--- src/rtl/mac_pkg.sv ---
`default_nettype none
// ============================================================================
// Module      : mac_pkg
// Description : Shared definitions for the MAC datapath: default operand
//               sizing and the joined {a, b} request-message layout.
// Revision    : 1.0 - initial release
// ============================================================================
package mac_pkg;

    // Default operand width and per-stream queue depth
    localparam int c_mac_width = 8;
    localparam int c_mac_depth = 2;

    // Joined request message: A occupies the upper half, B the lower half
    typedef struct packed {
        logic [c_mac_width-1:0] a;
        logic [c_mac_width-1:0] b;
    } mac_pair_t;

    // Builds a joined message from two default-width operands
    function automatic mac_pair_t mac_join(input logic [c_mac_width-1:0] a,
                                           input logic [c_mac_width-1:0] b);
        mac_pair_t pair;
        pair.a = a;
        pair.b = b;
        return pair;
    endfunction

endpackage
`default_nettype wire

--- src/rtl/mac_operand_queue.sv ---
`default_nettype none
// ============================================================================
// Module      : mac_operand_queue
// Description : Circular FIFO of p_depth operands with val/rdy on both sides.
//               enq_rdy is a pure register output so the upstream ready path
//               never depends combinationally on the dequeue side.
// Revision    : 1.0 - initial release
// ============================================================================
module mac_operand_queue
    import mac_pkg::*;
#(
    parameter int p_width = c_mac_width,
    parameter int p_depth = c_mac_depth
) (
    input  logic               clk,
    input  logic               reset,
    input  logic               enq_val,
    output logic               enq_rdy,
    input  logic [p_width-1:0] enq_msg,
    output logic               deq_val,
    input  logic               deq_rdy,
    output logic [p_width-1:0] deq_msg
);

    localparam int c_ptr_w = $clog2(p_depth);
    localparam int c_cnt_w = c_ptr_w + 1;

    localparam logic [c_ptr_w-1:0] c_ptr_one  = c_ptr_w'(1);
    localparam logic [c_cnt_w-1:0] c_cnt_one  = c_cnt_w'(1);
    localparam logic [c_cnt_w-1:0] c_cnt_zero = '0;
    localparam logic [c_cnt_w-1:0] c_cnt_full = c_cnt_w'(p_depth);

    logic [p_width-1:0] r_storage [p_depth];
    logic [c_ptr_w-1:0] r_head;
    logic [c_ptr_w-1:0] r_tail;
    logic [c_cnt_w-1:0] r_count;
    logic               r_enq_rdy;

    logic               w_not_empty;
    logic               w_enq;
    logic               w_deq;
    logic [c_cnt_w-1:0] w_count_next;

    assign w_not_empty = (r_count != c_cnt_zero);
    // Enqueue is gated by the registered ready, so a full queue never
    // accepts even when a dequeue happens in the same cycle.
    assign w_enq       = enq_val && r_enq_rdy;
    assign w_deq       = deq_rdy && w_not_empty;

    // Occupancy after this cycle's enqueue/dequeue
    always_comb begin
        w_count_next = r_count;
        case ({w_enq, w_deq})
            2'b10:   w_count_next = r_count + c_cnt_one;
            2'b01:   w_count_next = r_count - c_cnt_one;
            default: w_count_next = r_count;
        endcase
    end

    // Pointer, occupancy and registered-ready update; pointers wrap
    // naturally because p_depth is a power of two
    always_ff @(posedge clk) begin
        if (!reset) begin
            r_head    <= '0;
            r_tail    <= '0;
            r_count   <= '0;
            r_enq_rdy <= 1'b1;
        end else begin
            if (w_enq) begin
                r_tail <= r_tail + c_ptr_one;
            end
            if (w_deq) begin
                r_head <= r_head + c_ptr_one;
            end
            r_count   <= w_count_next;
            r_enq_rdy <= (w_count_next != c_cnt_full);
        end
    end

    // Operand storage write; contents are don't-care after reset
    always_ff @(posedge clk) begin
        if (w_enq) begin
            r_storage[r_tail] <= enq_msg;
        end
    end

    assign enq_rdy = r_enq_rdy;
    assign deq_val = w_not_empty;
    assign deq_msg = r_storage[r_head];

endmodule
`default_nettype wire

--- src/rtl/mac_operand_join.sv ---
`default_nettype none
// ============================================================================
// Module      : mac_operand_join
// Description : Pairs operand streams A and B in arrival order and presents
//               each pair as a registered {a, b} message to the MAC stage.
//               One pair per cycle; out_rdy never reaches a_rdy/b_rdy
//               combinationally.
// Revision    : 1.0 - initial release
// ============================================================================
module mac_operand_join
    import mac_pkg::*;
#(
    parameter int p_width = c_mac_width,
    parameter int p_depth = c_mac_depth
) (
    input  logic                 clk,
    input  logic                 reset,
    input  logic                 a_val,
    output logic                 a_rdy,
    input  logic [p_width-1:0]   a_msg,
    input  logic                 b_val,
    output logic                 b_rdy,
    input  logic [p_width-1:0]   b_msg,
    output logic                 out_val,
    input  logic                 out_rdy,
    output logic [2*p_width-1:0] out_msg
);

    // Same half ordering as mac_pair_t, sized by this instance's width
    typedef struct packed {
        logic [p_width-1:0] a;
        logic [p_width-1:0] b;
    } pair_t;

    logic               w_a_head_val;
    logic [p_width-1:0] w_a_head_msg;
    logic               w_b_head_val;
    logic [p_width-1:0] w_b_head_msg;
    logic               w_load;
    pair_t              w_pair;

    logic               r_out_val;
    pair_t              r_out_msg;

    mac_operand_queue #(
        .p_width (p_width),
        .p_depth (p_depth)
    ) u_queue_a (
        .clk     (clk),
        .reset   (reset),
        .enq_val (a_val),
        .enq_rdy (a_rdy),
        .enq_msg (a_msg),
        .deq_val (w_a_head_val),
        .deq_rdy (w_load),
        .deq_msg (w_a_head_msg)
    );

    mac_operand_queue #(
        .p_width (p_width),
        .p_depth (p_depth)
    ) u_queue_b (
        .clk     (clk),
        .reset   (reset),
        .enq_val (b_val),
        .enq_rdy (b_rdy),
        .enq_msg (b_msg),
        .deq_val (w_b_head_val),
        .deq_rdy (w_load),
        .deq_msg (w_b_head_msg)
    );

    // Both heads present and the output slot is free or draining this cycle;
    // both queues pop together so pairing stays strictly positional.
    assign w_load = w_a_head_val && w_b_head_val && (!r_out_val || out_rdy);

    assign w_pair.a = w_a_head_msg;
    assign w_pair.b = w_b_head_msg;

    // Output register: load a new pair, clear on drain, otherwise hold
    always_ff @(posedge clk) begin
        if (!reset) begin
            r_out_val <= 1'b0;
            r_out_msg <= '0;
        end else if (w_load) begin
            r_out_val <= 1'b1;
            r_out_msg <= w_pair;
        end else if (r_out_val && out_rdy) begin
            r_out_val <= 1'b0;
        end
    end

    assign out_val = r_out_val;
    assign out_msg = r_out_msg;

endmodule
`default_nettype wire

--- config.mk ---
export PLATFORM = sky130hd
export DESIGN_NAME = mac_operand_join
export DESIGN_NICKNAME = d
export VERILOG_FILES = /design/src/rtl/mac_pkg.sv /design/src/rtl/mac_operand_queue.sv /design/src/rtl/mac_operand_join.sv
export SDC_FILE = /design/constraint.sdc
export NUM_CORES = 1
export LEC_CHECK = 0
export CORE_MARGIN = 8
export CORE_UTILIZATION = 45
export DETAILED_ROUTE_END_ITERATION = 10
export PLACE_DENSITY = 0.67
export SLEW_MARGIN = 20
export SYNTH_ARGS = -nofsm -noshare
export SYNTH_HDL_FRONTEND = slang
export SYNTH_SLANG_ARGS = --single-unit
--- constraint.sdc ---
create_clock -name clk -period 4 [get_ports clk]
set_input_delay 0.6 -clock clk [delete_from_list [all_inputs] [get_ports clk]]
set_output_delay 0.6 -clock clk [all_outputs]
set_load 0.01 [all_outputs]
==> results of run 1 <==
flip-flops by register name (all words and copies together) (netlist names):
register             cells
u_queue_a.r_tail         1
u_queue_b.r_tail         1
u_queue_a.r_storage     16
u_queue_a.enq_rdy        1
u_queue_b.r_head         1
u_queue_a.r_count        2
out_msg                 16
u_queue_a.r_head         1
u_queue_b.enq_rdy        1
u_queue_b.r_count        2
u_queue_b.r_storage     16
out_val                  1
report_power, final:
group          internal (mW)  total, mW  switching, mW
registers              0.817      0.953          0.137
clock network          0.219      0.435          0.216
logic                  0.376      0.697          0.321
cell usage after synthesis:
library cell	count	area, µm²
nand4b_1	2	17.5
ha_1	2	25.0
edfxtp_1	32	961
buf_1	1	3.75
nor2_1	2	7.51
and2_4	1	8.76
o21ai_0	2	10.0
o211a_1	16	160
and2_1	3	18.8
a21boi_1	3	22.5
o21ai_1	2	10.0
inv_1	3	11.3
or3_1	2	12.5
o22ai_1	2	12.5
buf_2	1	5.00
clkbuf_2	2	10.0
buf_6	2	22.5
dfxtp_1	27	541
xor2_1	2	17.5
nand2_1	6	22.5
clkbuf_1	5	18.8
mux2i_1	16	160
xnor2_1	2	17.5
o21a_1	2	15.0
nand2b_1	5	31.3
o22a_1	1	8.76
nand3_1	16	80.1
and3_1	4	25.0
kinds of logic (layout without fill, tap and decap cells):
| group | count (synthesis) | in the layout | synth area share [%] |
|---|---|---|---|
| XOR/XNOR | 4 | 4 | 1.55 |
| buffers and inverters | 14 | 58 | 3.16 |
| AND/OR/NAND/NOR | 41 | 41 | 9.93 |
| adder cells (fa/ha/maj) | 2 | 2 | 1.11 |
| multiplexers | 16 | 16 | 7.10 |
| flip-flops | 59 | 59 | 66.6 |
| AO/OA/AOI/OAI | 28 | 28 | 10.6 |
layer usage:
metal	wire [µm]	part of all wire, %
met2	2520	55
met1	1820	39
met5	0	0
met4	56	1.2
met3	217	4.7
final timing paths:
check / cells past startpoint / end / slack [ps] / from
worst min-delay path: 1 / out_msg[14] / 500 / out_msg[14]
worst max-delay path: 6 / u_queue_b.r_count[1] / 1340 / out_rdy
worst max register to register: 5 / u_queue_b.r_count[1] / 1630 / u_queue_b.r_count[1]
worst min register to register: 1 / out_msg[14] / 500 / out_msg[14]
metrics by stage:
| stage | hold slack (ps) | instances |
|---|---|---|
| 5_1_grt | 513 | 275 |
| 3_5_place_dp | 487 | 259 |
| 2_1_floorplan | 494 | 164 |
| 3_3_place_gp | 481 | 259 |
| 4_1_cts | 501 | 275 |
| 6_report | 497 | 275 |
area by class of cell:
type	count	area, µm²
tap	67	83.8
inverter	3	11.3
clock inverter	4	17.5
clock buffer	12	135
fill	400	1960
timing repair buffer	39	390
multi-input combinational	91	683
sequential	59	1500
==> results.cfg, run 1 <==
[clock_tree]
ctsResizeCount = 0
cts_sinks = 59
htree_levels = 3
path_clk_slew_ps = 60
cts-root-buf = clkbuf_8
tritoncts = yes
clk_path_buf_depth = 2
cts_hold_buf = 0
cts_buffers = 9
clkLatencyLatePin_ps = 320
post_cts.repair.setup_buffers = 0

[placed_design]
portBuffers = 39
dpl_cell_area_um2 = 2670
place_congestion = 0.724
pre_cts_slack_ps = 1040
hpwlAfterDp_mm = 3.20

[power_and_ir_drop]
p_per_area_nw_per_um2 = 739
leakagePower_nw = 1.15
p_total_mw = 2.09
ir_drop_mv = 0.446

[yosys]
synth_area_um2 = 2260
synth_seq_cells = 59
synthCells = 164
synth_cell_types = 28
ys_seq_area_share_pct = 66.6
synth_nets = 187
yosysWarnings = 0
syn_area_per_cell_um2 = 13.8

[finish]
diodes = 0
final_area_um2 = 2820
area_growth_pct = 25.1
final_nets = 226
final_cell_mix = clkdlybuf4s50_1 (39), edfxtp_1 (32), dfxtp_1 (27)
utilization_pct = 59.0
final_layout_size_suffix_gt1_share_pct = 5.77
final_common_cell = clkdlybuf4s50_1

[setup_path]
critPathKind = input port to flop
cp_max_fo = 21
worstSetupStartpointType = input port
required_ps = 4250
critPathArrivalTime_ps = 2910
critPathSlowestCell = nand2b_1
crit_path_end_kind = flop
path_buf_inv = 1
cp_cell_sequence = clkdlybuf4s50_1 -> nand2b_1 -> and2_4 -> ha_1 -> or3_1 -> a21boi_1
cp_top_family = simple AND/OR/NAND/NOR gates
max_stage_delay_ps = 600

[global_route]
antenna_found_initial = 0
grt_pass1_wl_mm = 7.35
met3_usage_pct = 4.25
grt_usage_pct = 13.1
met2_usage_pct = 23.5
grt_start_max_net_pins = 30
grt_util_met1_pct = 12.7
top_usage_layer = met2
grt-ovfl-total = 0
grt_pass1_vias = 1533

[timing]
fin_crit_sh_pct = 66.6
finalSetupViolations = 0
rsz0062_at_grt = no
final.setup.tns_ps = 0
slew_viol_final = 0
relSlewSlack_pct = 33.2
period_minus_slack_ps = 2660
worstMarginPinSlew_ps = 999
hold_violations = 0
fin_skew_ps = 7.78
fmax_mhz = 376
layout_setup_ws_ps = 1340

[routing]
viasPerCell = 5.24
wl_mm = 4.61
routed-via-count = 1441
wl_per_cell_um = 16.8
drt_iter0_drc = 96
ant_nets = 0
drc = 0
dr.pass1.iters = 4

[floorplanning]
rows = 25
die_area_um2 = 7540
start_util_pct = 47.1
core_um2 = 4790
die_y_um = 86.8
die_x_um = 86.8
io_pins = 40

[status]
status = complete, no violations

[min_path]
hold_class = flop to flop

[flow_run]
maxCapViolations = 0
Note: power is estimated with default switching activity, not from simulation.
==> inputs of run 2 (changes only) <==
PLACE_DENSITY = 0.7   (was 0.67)
clock period = 2.3 ns   (was 4 ns; I/O delays follow)
==> run 2 against run 1 <==
Against the previous run:
- global-route usage shrank 0.49 points
- sequential cell count is the same
- first-iteration DRC count grew 34%
- register-to-register slack lost 1300 ps
- clock-buffer cell count is the same
- total power grew 76%
- non-clock buffer count grew 6
- critical endpoint is now u_queue_a.r_count[1]
- highest routed layer unchanged
==> results.cfg, run 2 (synthesis results as in run 1) <==
[status]
status = complete, no violations

[setup_path]
rr_worst_depth = 5
critPathArrivalTime_ps = 2170
worstSetupStartpointType = flop
crit_path_end_kind = flop
max_stage_delay_ps = 420
cp_top_family = compound AO/OA/AOI/OAI gates
path_buf_inv = 0
cp_max_fo = 12
required_ps = 2540
critPathSlowestCell = o22a_1
cp_num_cells = 5
cp_cell_sequence = o22a_1 -> and2_1 -> ha_1 -> or3_1 -> a21boi_1
critPathKind = flop to flop

[global_route]
grt-ovfl-total = 0
grt_pass1_wl_mm = 7.31
grt_usage_pct = 12.6
antenna_found_initial = 0
grt_start_max_net_pins = 30
grt_pass1_vias = 1567

[finish]
final_cell_mix = clkdlybuf4s50_1 (39), edfxtp_1 (32), dfxtp_1 (27)
utilization_pct = 59.9
seq_area_um2 = 1500
final_common_cell = clkdlybuf4s50_1
diodes = 0
multi_input_area_um2 = 683
final_cells = 281
final_nets = 232
fillCellCount = 401
final_layout_size_suffix_gt1_share_pct = 8.88
area_growth_pct = 27.2

[timing]
slew_viol_final = 0
relSlewSlack_pct = 63.8
final.setup.tns_ps = 0
fmax_mhz = 519
rsz0062_at_grt = no
fin_skew_ps = 7.15
period_minus_slack_ps = 1930
finalSetupViolations = 0
hold_violations = 0
fin_crit_sh_pct = 83.8
worstMarginPinSlew_ps = 542

[floorplanning]
io_pins = 40
die_x_um = 86.8
die_y_um = 86.8
core_um2 = 4790
die_area_um2 = 7540
start_util_pct = 47.1
rows = 25

[clock_tree]
post_cts.repair.setup_buffers = 0
htree_levels = 3
ctsResizeCount = 0
clk_path_buf_depth = 2
clkLatencyLatePin_ps = 330
cts-root-buf = clkbuf_8
cts_sinks = 59
path_clk_slew_ps = 70
tritoncts = yes
cts_hold_buf = 0
cts_buffers = 9

[routing]
drc = 0
wl_per_cell_um = 16.1
drt_iter0_drc = 129
routed-via-count = 1469
dr.pass1.iters = 4
viasPerCell = 5.23
wl_mm = 4.52
ant_nets = 0

[placed_design]
place_congestion = 0.783
dp.cells = 265
hpwlAfterDp_mm = 3.18
portBuffers = 39

[power_and_ir_drop]
p_per_area_nw_per_um2 = 1280
ir_drop_mv = 0.836
leakagePower_nw = 1.19

[min_path]
hold_class = flop to flop
holdPathStages = 1

[flow_run]
maxCapViolations = 0
## run 2: layer usage
| metal | up-vias | global-route usage, % | routed length (µm) |
|---|---|---|---|
| met5 | - | 0 | 0 |
| met4 | 0 | 5.63 | 26 |
| met3 | 4 | 5.58 | 316 |
| met2 | 36 | 20.4 | 2250 |
| met1 | 727 | 13.9 | 1920 |
| li1 | 702 | - | - |
## run 2: path summary, 6_finish.rpt
check / start / endpoint / slack (ps)
worst max-delay path: u_queue_b.r_count[1] / u_queue_a.r_count[1] / 370
worst min-delay path: out_msg[13] / out_msg[13] / 500
worst max register to register: u_queue_b.r_count[1] / u_queue_a.r_count[1] / 370
worst min register to register: out_msg[13] / out_msg[13] / 500
## run 2: cell type report
| class | instances | area share, % |
|---|---|---|
| clock buffer | 12 | 4.71 |
| clock inverter | 4 | 0.654 |
| inverter | 3 | 0.392 |
| multi-input combinational | 91 | 23.8 |
| sequential | 59 | 52.3 |
| tap | 67 | 2.92 |
| timing repair buffer | 45 | 15.2 |
## run 2: where the power goes
group | internal, mW | switching, mW | leakage [nW] | total [mW]
Sequential | 1.42 | 0.226 | 0.521 | 1.64
Clock | 0.382 | 0.376 | 0.0816 | 0.758
Combinational | 0.692 | 0.574 | 0.584 | 1.27
Total | 2.49 | 1.18 | 1.19 | 3.67
## run 2: metrics by stage
stage / power [mW] / hold WS, ps / worst slack, ps / area [µm²]
3_5_place_dp: 2.94 / 488 / 222 / 2720
3_3_place_gp: 2.86 / 479 / 330 / 2720
6_report: 3.67 / 497 / 373 / 2870
2_1_floorplan: 2.41 / 444 / 539 / 2260
5_1_grt: 3.89 / 515 / 239 / 2870
4_1_cts: 3.70 / 502 / 379 / 2870
==> inputs of run 3 (changes only) <==
PLACE_DENSITY = 0.67   (was 0.7)
clock period = 2 ns   (was 2.3 ns; I/O delays follow)
==> run 3 against run 2 <==
Against the previous run:
- global-route usage grew 0.52 points
- core utilization grew 0.34 points
- final cell count grew 0.36%
- sequential power grew 15%
- routed wire length grew 1.4%
- clock power grew 18%
- combinational power grew 16%
- critical endpoint is now u_queue_b.r_count[1]
==> results.cfg, run 3 (synthesis results as in run 1) <==
[routing]
drt_iter0_drc = 52
dr.pass1.iters = 4
viasPerCell = 5.20
ant_nets = 0
wl_mm = 4.58
routed-via-count = 1466
wl_per_cell_um = 16.2
drc = 0

[finish]
diodes = 0
utilization_pct = 60.3
final_area_um2 = 2890
final_cells = 282
final_layout_size_suffix_gt1_share_pct = 9.30
final_cell_mix = clkdlybuf4s50_1 (39), edfxtp_1 (32), dfxtp_1 (27)
final_common_cell = clkdlybuf4s50_1
area_growth_pct = 27.9
fillCellCount = 400
final_nets = 233

[timing]
fmax_mhz = 586
hold_violations = 0
rsz0062_at_grt = no
fin_skew_ps = 2.90
relSlewSlack_pct = 62.3
timing.hold.ws_ps = 498
fin_crit_sh_pct = 85.4
layout_setup_ws_ps = 292
finalSetupViolations = 0
worstMarginPinSlew_ps = 565
period_minus_slack_ps = 1710
slew_viol_final = 0

[clock_tree]
cts_sinks = 59
cts-root-buf = clkbuf_8
cts_hold_buf = 0
clk_path_buf_depth = 2
cts_buffers = 9
ctsResizeCount = 0
path_clk_slew_ps = 60
clkLatencyLatePin_ps = 330
tritoncts = yes
post_cts.repair.setup_buffers = 0
htree_levels = 3

[setup_path]
crit_path_end_kind = flop
critPathArrivalTime_ps = 1960
cp_max_fo = 4
max_stage_delay_ps = 360
critPathKind = flop to flop
worstSetupStartpointType = flop
critPathSlowestCell = or3_1
required_ps = 2250
cp_cell_sequence = o22a_1 -> and2_4 -> ha_1 -> or3_1 -> a21boi_1

[flow_run]
maxCapViolations = 0

[floorplanning]
die_area_um2 = 7540
core_um2 = 4790
rows = 25
die_y_um = 86.8
io_pins = 40
die_x_um = 86.8
start_util_pct = 47.1

[global_route]
grt-ovfl-total = 0
grt_pass1_wl_mm = 7.33
grt_usage_pct = 13.1
antenna_found_initial = 0
grt_start_max_net_pins = 30
grt_pass1_vias = 1558

[status]
status = complete, no violations

[placed_design]
place_congestion = 0.752
pre_cts_slack_ps = -14.9
hpwlAfterDp_mm = 3.21
dp.cells = 266
dpl_cell_area_um2 = 2720
portBuffers = 39

[power_and_ir_drop]
p_clk_share_pct = 21.0
p_comb_share_pct = 34.6
swShare_pct = 31.6
leakagePower_nw = 1.20
p_switching_mw = 1.35
ir_drop_mv = 0.678
p_per_area_nw_per_um2 = 1480
p_int_mw = 2.92
p_seq_share_pct = 44.4

[min_path]
hold_class = flop to flop
==> run 3: cell count changes in the layout (fill, tap and decap cells not counted) <==
cell | previous run | this run
clkinv_2 | 3 | 2
buf_4 | 6 | 7
clkbuf_8 | 9 | 10
==> run 3: final cells by class <==
type                            count  area [µm²]  share of cell area (%)
Inverter                            3        11.3                   0.390
Multi-Input combinational cell     91         683                    23.7
Timing Repair Buffer               46         443                    15.4
Tap cell                           67        83.8                    2.91
Sequential cell                    59        1500                    52.0
Clock buffer                       13         149                    5.16
Clock inverter                      3        13.8                   0.477
==> run 3: critical path, delay by kind of cell, from the launching register on <==
family                     cells  cell delay, ps
DFF                            1             350
AOI/OAI and AO/OA              2             440
adders and majority gates      1             330
and+or+nand+nor                2             510
==> run 3: final timing paths <==
path                                           start              endpoint  slack [ps]  cells after the start
worst max-delay path            u_queue_b.r_count[0]  u_queue_b.r_count[1]         290                      5
worst min-delay path                     out_msg[14]           out_msg[14]         500                      1
worst max register to register  u_queue_b.r_count[0]  u_queue_b.r_count[1]         290                      5
worst min register to register           out_msg[14]           out_msg[14]         500                      1
==> run 3: power by group through the flow <==
stage,sequential (mW),clock [mW],combinational [mW]
after floorplan,1.88,0,0.888
after global placement,1.90,0,1.42
after detailed placement,1.92,0,1.49
after CTS,1.90,0.925,1.50
after global routing,1.94,0.968,1.60
final,1.89,0.897,1.47
==> run 3: through the flow <==
step / TNS, ps / total power [mW]
global placement: 0 / 3.32
global route: 0 / 4.50
finish: 0 / 4.26
detailed placement: -14.9 / 3.42
CTS: 0 / 4.32
floorplan: 0 / 2.77
==> run 3: per-layer routing <==
metal	global-route usage, %	up-vias	share of wire (%)
met1	14.0	717	41
met4	11.1	0	2.4
met3	3.59	12	5.0
li1	-	701	-
met2	21.0	36	52
met5	0	-	0
